### src/rtl/acc_diff.sv
// Recovers increments x[n] = q[n] - q[n-1] from a running-sum stream; 1-cycle latency, full rate.
// Single output register: input stalls only while a held result is not taken downstream.
module acc_diff #(
  parameter int WIDTH = 32,
  parameter int CNT_W = 32
) (
  input  logic             clk,
  input  logic             rst,
  input  logic             clr,
  input  logic             in_valid,
  output logic             in_ready,
  input  logic [WIDTH-1:0] q,
  output logic             out_valid,
  input  logic             out_ready,
  output logic [WIDTH-1:0] x,
  output logic [CNT_W-1:0] cnt
);

  logic [WIDTH-1:0] r_prev;
  logic [WIDTH-1:0] r_x;
  logic             r_out_valid;
  logic [CNT_W-1:0] r_cnt;

  logic             w_acc_in;
  logic             w_acc_out;
  logic [WIDTH-1:0] w_base;
  logic [CNT_W-1:0] w_cnt_base;

  // Ready depends only on the output register, never on in_valid.
  assign in_ready   = !r_out_valid || out_ready;
  assign w_acc_in   = in_valid && in_ready;
  assign w_acc_out  = r_out_valid && out_ready;
  assign w_base     = clr ? '0 : r_prev;
  assign w_cnt_base = clr ? '0 : r_cnt;

  always_ff @(posedge clk) begin
    if (rst) begin
      r_prev      <= '0;
      r_x         <= '0;
      r_out_valid <= 1'b0;
      r_cnt       <= '0;
    end else if (w_acc_in) begin
      r_x         <= q - w_base;
      r_prev      <= q;
      r_out_valid <= 1'b1;
      r_cnt       <= w_cnt_base + CNT_W'(1);
    end else begin
      // clr restarts the difference chain but never drops a pending result.
      if (clr) begin
        r_prev <= '0;
        r_cnt  <= '0;
      end
      if (w_acc_out) begin
        r_out_valid <= 1'b0;
      end
    end
  end

  assign out_valid = r_out_valid;
  assign x         = r_x;
  assign cnt       = r_cnt;

endmodule

### config.mk
export PLATFORM = sky130hd
export DESIGN_NAME = acc_diff
export DESIGN_NICKNAME = d
export VERILOG_FILES = /design/src/rtl/acc_diff.sv
export SDC_FILE = /design/constraint.sdc
export NUM_CORES = 1
export LEC_CHECK = 0
export BUFFER_PORTS_ARGS = -buffer_cell sky130_fd_sc_hd__buf_2
export CAP_MARGIN = 5
export CORE_MARGIN = 2
export CORE_UTILIZATION = 57
export DETAILED_ROUTE_END_ITERATION = 12
export GPL_ROUTABILITY_DRIVEN = 0
export GPL_TIMING_DRIVEN = 0
export PLACE_DENSITY = 0.78
export SLEW_MARGIN = 20
export SYNTH_ARGS = -nofsm -noshare
export SYNTH_HDL_FRONTEND = slang
export SYNTH_SLANG_ARGS = --single-unit
### constraint.sdc
create_clock -name clk -period 4.2 [get_ports clk]
set_clock_uncertainty 0.2 [all_clocks]
set_input_delay 0.84 -clock clk [delete_from_list [all_inputs] [get_ports clk]]
set_output_delay 0.84 -clock clk [all_outputs]
set_load 0.005 [all_outputs]
==> results of run 1 <==
[cells in the mapped netlist, drive strengths merged (5+ instances only)]
master	instances
a21oi	92
nand2b	65
o21ai	29
a211o	5
or3	7
o21a	5
and3	9
dfxtp	97
inv	13
and2	5
nor2b	14
nand2	111
clkbuf	34
xnor2	21
a31oi	5
nor2	48
a211oi	6
ha	36
nand3	29
xor2	24
o21bai	7
nor3	8
nand4	10
[per-layer routing]
metal  vias to the layer above  wire length (µm)
met1                      2691              6724
li1                       2776                 -
met2                       230              7552
met5                         -                 0
met3                        36              1081
met4                         0               486
[state kept, by name, summed over array words and instances (netlist names)]
name,count
out_valid,1
cnt,32
r_prev,32
x,32
[cells by family (layout without fill, tap and decap cells)]
logic type,after synthesis,after routing,share of synthesized area (%)
and+or+nand+nor,328,328,29.00
DFF,97,97,33.67
buffers and inverters,50,167,3.275
AOI/OAI and AO/OA,176,176,18.89
xor gates and xnor gates,45,45,6.833
adders and majority gates,37,37,8.156
muxes,1,1,0.1735
[layout make-up]
class,count,area share [%]
Clock buffer,9,1.861
Tap cell,133,2.500
Sequential cell,97,29.17
Inverter,13,0.7329
Buffer,36,2.067
Timing Repair Buffer,102,7.668
Multi-Input combinational cell,587,54.69
Clock inverter,7,1.316
[what timing repair did]
| item | CTS | global route |
|---|---|---|
| gates resized for setup | 1 | 2 |
| endpoints found under the hold margin | 0 | 0 |
| setup endpoints to repair | 7 | 2 |
| cloned | 0 | 0 |
[critical path, delay by kind of cell]
| kind | cells | cell delay (ps) |
|---|---|---|
| AND/OR/NAND/NOR | 2 | 290 |
| adder cells (fa/ha/maj) | 1 | 300 |
| AO/OA/AOI/OAI | 7 | 1730 |
| buffers and inverters | 2 | 900 |
[power by group through the flow]
stage	Sequential, W	Clock [W]	Combinational [W]
2_1_floorplan	0.00101	0	0.000291
3_3_place_gp	0.00101	0	0.000426
3_5_place_dp	0.00101	0	0.000436
4_1_cts	0.000986	0.000669	0.000440
5_1_grt	0.000991	0.000703	0.000490
6_report	0.000987	0.000669	0.000447
[worst paths after layout]
kind	from	end	slack [ps]
worst max register to register	r_prev[0]	x[26]	990
worst max-delay path	clr	x[27]	210
worst min-delay path	x[13]	x[13]	250
worst min register to register	x[13]	x[13]	250
[metrics by stage]
step	setup slack, ps	hold WS (ps)
final	209.9	254.4
after global routing	15.06	272.5
after CTS	135.7	256.9
after detailed placement	-772.9	243.0
after global placement	-703.0	238.9
after floorplan	475.7	248.2
==> results.md, run 1 <==
- GRT overflow: 0
- Largest stage delay on the critical path: ~550 ps
- Critical path's slowest cell: clkbuf_1
- Total track usage: between 20% and 30%
- Critical Path AT: ~4100 ps
- Number of antenna violations at the first check in global routing: 0
- Met3 Use GR: roughly 4.6%
- Setup violation total in the final timing report: 0
- Cts hold-fix bufs: 0
- Rel. slew slack: between 50% and 60%
- Number of buffers added for setup after CTS: 0
- Antenna-violating nets left: 0
- Most common library cell in the layout ignoring fill and taps: nand2_1
- Routed len/inst: between 15 and 20 µm
- Final Critical Period: 3990 ps
- RSZ-0062 raised after global routing: no
- Initial core utilization: around three fifths
- Sw frac: 32.11%
- Post-synth design cell area: slightly below 6000 µm²
- Psw: between 0.0006 and 0.0007 W
- Portion of total power attributed to combinational logic: between 20% and 30%
- Req. time, crit path: between 4000 and 5000 ps
- Layout overhead on the synthesized area: 15.42%
- Initial drt markers: 354
- Fraction of the cycle the final worst path needs: between 90% and 100%
- Via-to-Cell Ratio: approximately 6
- Clk buf depth: 2
- Syn Inst Count: 734
- Cell depth of the worst min-delay path: 2
- Global routing usage on met2: 49.53%
- LEAKAGE: around 2.8 nW
- Most frequent cells in the layout: nand2_1 (111), buf_2 (103), dfxtp_1 (97)
- Die width: between 100 and 150 µm
- Worst Path Class, Setup: in2reg
- Final number of max-transition violations: 0
- Pwr Density: between 300 and 400 nW/µm²
- Highest fanout seen on the critical path: 18
- Pin count of the biggest net entering global routing: 19
- Length in cells of the worst reg-to-reg path: 11
- Actual slew at the worst max-slew pin: between 600 and 700 ps
- Port Buf Inserts: a little over 100
- TritonCTS sink count: 97
- Finished Cell Area: about 6700 µm²
- Root Driver: clkbuf_8
- Clock transition at the registers of the reported paths: about 100 ps
- Routing layer with the top usage in global route: met2
- Grt met1 use: 35.30%
- DIE HEIGHT: roughly 100 µm
- Hold violation total from the final report: 0
- Outcome: complete, no violations
- Clock tree from TritonCTS: yes
- # nets final: a little over 900
- Seq/Total Area, Yosys: 33.67%
- Area of the multi-input gates: between 3000 and 4000 µm²
- Min-delay worst type: reg2reg
- Internal Pwr Total: roughly 0.0014 W
- Post-synthesis cell type with the largest combined area: dfxtp_1
- Remaining DRCs: 0
- DP Area: 6445 µm²
- Post-layout total power: ~0.0021 W
- Core outline area: ~10000 µm²
- Relative contribution of the clock network to total power: 31.8%
- Max-capacitance violation count: 0
- Count of vias placed by the detailed router: 5733
- Final total negative setup slack: 0 ps
- Critical path startpoint category: input pin
- Proportion of register bits with asynchronous set or reset after synthesis: 0%
- Fill cell count: around 880
- Syn_nets: 808
- Number of placement rows: 36
- Part of the power in registers: a little under half
- Post-detail-place hpwl: about 12 mm
- FF+latch area: slightly below 2000 µm²
- Number of warning messages in the yosys log: 0
- Io pins: just over 100
- Wire length of the first global-routing pass: approximately 25 mm
- Leading cell types by total area after synthesis: dfxtp_1 (34%), a21oi_1 (7.9%), ha_1 (7.8%)
- Endpoint type of the worst setup path: register
- Detailed Routing Iterations Pass 1: 5
- Portion of synthesized cell area occupied by the leading cell type: roughly a third
- Diode insertion count for antenna repair: 0
- Filler-free cell count of the finished design: slightly below 1000
- Maximum operating frequency: around 0.25 GHz
- Die area: around 11000 µm²
- Unique cell type count in the Yosys netlist: 62
- Cell-by-cell listing of the critical path: buf_2, clkbuf_1, nand2b_1, ha_1, a21oi_1, o211a_1, o21ai_2, a22oi_4, o21bai_4, a21oi_2, nor4_1, a311o_1
- Placed Cells incl. Taps: 969
- Share of layout cells above drive strength 1: about 16%
- Average cell area after synthesis: 7.858 µm²
- Final routed wirelength across all metal layers: 15.84 mm
- FF+latch count, synth: 97
- Total CTS buffers: 9
- Final Util: between 60% and 70%
- Top flip-flop cell by instance count after synthesis: dfxtp_1
- Clock insertion delay at the later pin of the skew report: slightly below 400 ps
- H-tree depth: 3
- Vias in the first global route: approximately 5500
- Peak VDD IR: between 0.15 and 0.2 mV
- Number of enable-type register cells in the synthesized netlist: 0
Power figures use the tool's default switching activity.
==> run 2: changes to the inputs <==
Settings changed: REMOVE_ABC_BUFFERS set to 1.
==> results.md, run 2 (synthesis gave the netlist of run 1 again) <==
- Most common library cell in the layout ignoring fill and taps: nand2_1 (unchanged)
- Peak VDD IR: 0.1879 mV (was 0.1626 mV)
- Min-delay worst type: reg2reg (unchanged)
- Io pins: 103 (unchanged)
- Worst Path Class, Setup: in2reg (unchanged)
- Port Buf Inserts: 102 (unchanged)
- Placed Cells incl. Taps: 933 (was 969)
- Core outline area: 9819 µm² (unchanged)
- Antenna-violating nets left: 0 (unchanged)
- Initial drt markers: 290 (was 354)
- Minimum setup slack in the final design: 292.3 ps (was 209.9 ps)
- Top delay family on crit path: compound AO/OA/AOI/OAI gates (unchanged)
- Share of layout cells above drive strength 1: 16.18% (was 15.51%)
- Post-detail-place hpwl: 9.519 mm (was 12.04 mm)
- Diode insertion count for antenna repair: 0 (unchanged)
- Crit path depth: 12 (unchanged)
- Detailed Routing Iterations Pass 1: 5 (unchanged)
- Area of the multi-input gates: 3647 µm² (was 3641 µm²)
- Fill cell count: 892 (was 882)
- Layout overhead on the synthesized area: 13.28% (was 15.42%)
- Actual slew at the worst max-slew pin: 746.9 ps (was 645.6 ps)
- Final Critical Period: 3908 ps (was 3990 ps)
- Die width: 104.6 µm (unchanged)
- Most frequent cells in the layout: nand2_1 (110), buf_2 (100), dfxtp_1 (97) (was nand2_1 (111), buf_2 (103), dfxtp_1 (97))
- Critical path startpoint category: input pin (unchanged)
- Routing layer with the top usage in global route: met2 (unchanged)
- Met3 Use GR: 4.304% (was 4.554%)
- Worst reg2reg setup slack: 870 ps (was 990 ps)
- Number of placement rows: 36 (unchanged)
- Maximum operating frequency: 0.2559 GHz (was 0.2506 GHz)
- Final number of max-transition violations: 0 (unchanged)
- Clock tree from TritonCTS: yes (unchanged)
- Total CTS buffers: 9 (unchanged)
- Pwr Density: 306.2 nW/µm² (was 315.9 nW/µm²)
- Grt met1 use: 31.39% (was 35.30%)
- Req. time, crit path: 4240 ps (was 4280 ps)
- Length in cells of the worst reg-to-reg path: 11 (unchanged)
- TritonCTS sink count: 97 (unchanged)
- Cts hold-fix bufs: 0 (unchanged)
- Routed len/inst: 14.39 µm (was 16.10 µm)
- GRT overflow: 0 (unchanged)
- DP Area: 6345 µm² (was 6445 µm²)
- RSZ-0062 raised after global routing: no (unchanged)
- Max-capacitance violation count: 0 (unchanged)
- FF+latch area: 1942 µm² (unchanged)
- Count of vias placed by the detailed router: 5389 (was 5733)
- LEAKAGE: 2.733 nW (was 2.773 nW)
- Endpoint of the worst-slack reg-to-reg timing path: x[26] (unchanged)
- Final routed wirelength across all metal layers: 13.66 mm (was 15.84 mm)
- Fraction of the cycle the final worst path needs: 93.04% (was 95.00%)
- Rel. slew slack: 50.21% (was 56.96%)
- Initial core utilization: 58.74% (unchanged)
- Number of antenna violations at the first check in global routing: 1 (was 0)
- Buffering stage count on the worst path with inverters included: 1 (was 2)
- # nets final: 885 (was 920)
- Finished Cell Area: 6534 µm² (was 6658 µm²)
- Endpoint type of the worst setup path: register (unchanged)
- Filler-free cell count of the finished design: 949 (was 984)
- Clk buf depth: 2 (unchanged)
- Cell-by-cell listing of the critical path: clkbuf_4, nor2b_1, ha_1, fa_1, nor2b_1, o211ai_1, a21oi_1, a41oi_1, a211o_1, and3_1, o21ai_1, a21oi_1 (was buf_2, clkbuf_1, nand2b_1, ha_1, a21oi_1, o211a_1, o21ai_2, a22oi_4, o21bai_4, a21oi_2, nor4_1, a311o_1)
- H-tree depth: 3 (unchanged)
- Critical Path End: x[26] (was x[27])
- Wire length of the first global-routing pass: 23.36 mm (was 25.46 mm)
- Outcome: complete, no violations (unchanged)
- Crit path launch: clr (unchanged)
- Clock transition at the registers of the reported paths: 100 ps (about the same)
- Setup violation total in the final timing report: 0 (unchanged)
- Largest stage delay on the critical path: 470 ps (was 550 ps)
- Critical Path AT: 3950 ps (was 4070 ps)
- Number of buffers added for setup after CTS: 0 (unchanged)
- Remaining DRCs: 0 (unchanged)
- Global routing usage on met2: 44.40% (was 49.53%)
- Highest fanout seen on the critical path: 45 (was 18)
- Vias in the first global route: 5268 (was 5473)
- Die area: 10940 µm² (unchanged)
- DIE HEIGHT: 104.6 µm (unchanged)
- Root Driver: clkbuf_8 (unchanged)
- Via-to-Cell Ratio: 5.679 (was 5.826)
- Clock insertion delay at the later pin of the skew report: 380 ps (was 390 ps)
- Startpoint of the most critical register-to-register path: r_prev[0] (unchanged)
- Critical path's slowest cell: a21oi_1 (was clkbuf_1)
- Total track usage: 25.35% (was 28.72%)
- Post-Place Worst Slack: -246.0 ps (was -772.9 ps)
- Pin count of the biggest net entering global routing: 72 (was 19)
- Hold violation total from the final report: 0 (unchanged)
run 2: cell types whose count changed in the layout (fill, tap and decap cells not counted), sizes merged:
cell / change
bufinv: -1
buf: -3
clkbuf: -31
run 2: per-stage QoR:
step	util [%]	TNS (ps)	hold slack (ps)	total power [W]
floorplan	-	0	242.2	0.001280
CTS	66.51	0	256.7	0.002008
global route	66.54	0	279.8	0.002097
global placement	64.21	-660.8	236.9	0.001408
detailed placement	64.62	-496.6	241.2	0.001422
finish	66.54	0	253.6	0.002000
run 2: per-layer routing:
metal | routed length, µm | share of wire, %
met1 | 6104 | 45
met2 | 6572 | 48
met3 | 711 | 5.2
met4 | 252 | 1.8
met5 | 15 | 0.11
run 2: worst min-delay path by stage:
stage	slack, ps	from	cells after the start	endpoint
2_1_floorplan	240	x[10]	2	x[10]
4_1_cts	260	x[26]	2	x[26]
3_5_place_dp	240	x[14]	2	x[14]
5_1_grt	280	x[10]	2	x[10]
3_3_place_gp	240	x[13]	2	x[13]
6_report	250	x[13]	2	x[13]
run 2: worst reg2reg max path: stages, from the launching register on:
cell	delay, ps
dfxtp_1	310
nor2b_1	130
ha_1	230
fa_1	410
nor2b_1	160
o211ai_1	130
a21oi_1	470
a41oi_1	340
a211o_1	390
and3_1	190
o21ai_1	160
a21oi_1	80
run 2: area by class of cell:
| type | instances | area share (%) |
|---|---|---|
| clock buffers | 10 | 2.106 |
| clock inverters | 6 | 0.7468 |
| inverters | 13 | 0.7468 |
| multi-input cells | 587 | 55.82 |
| flip-flops and latches | 97 | 29.72 |
| well taps | 133 | 2.547 |
| repair buffers | 103 | 8.311 |
run 2: power breakdown:
group          internal [W]  switching (W)
combinational      0.000172       0.000249
clock              0.000239       0.000357
sequential         0.000965      0.0000187
run 2: repair_timing:
action                                  CTS  global route
hold endpoints to repair                  0             0
gates resized for setup                   0             1
endpoints found under the setup margin    0             2
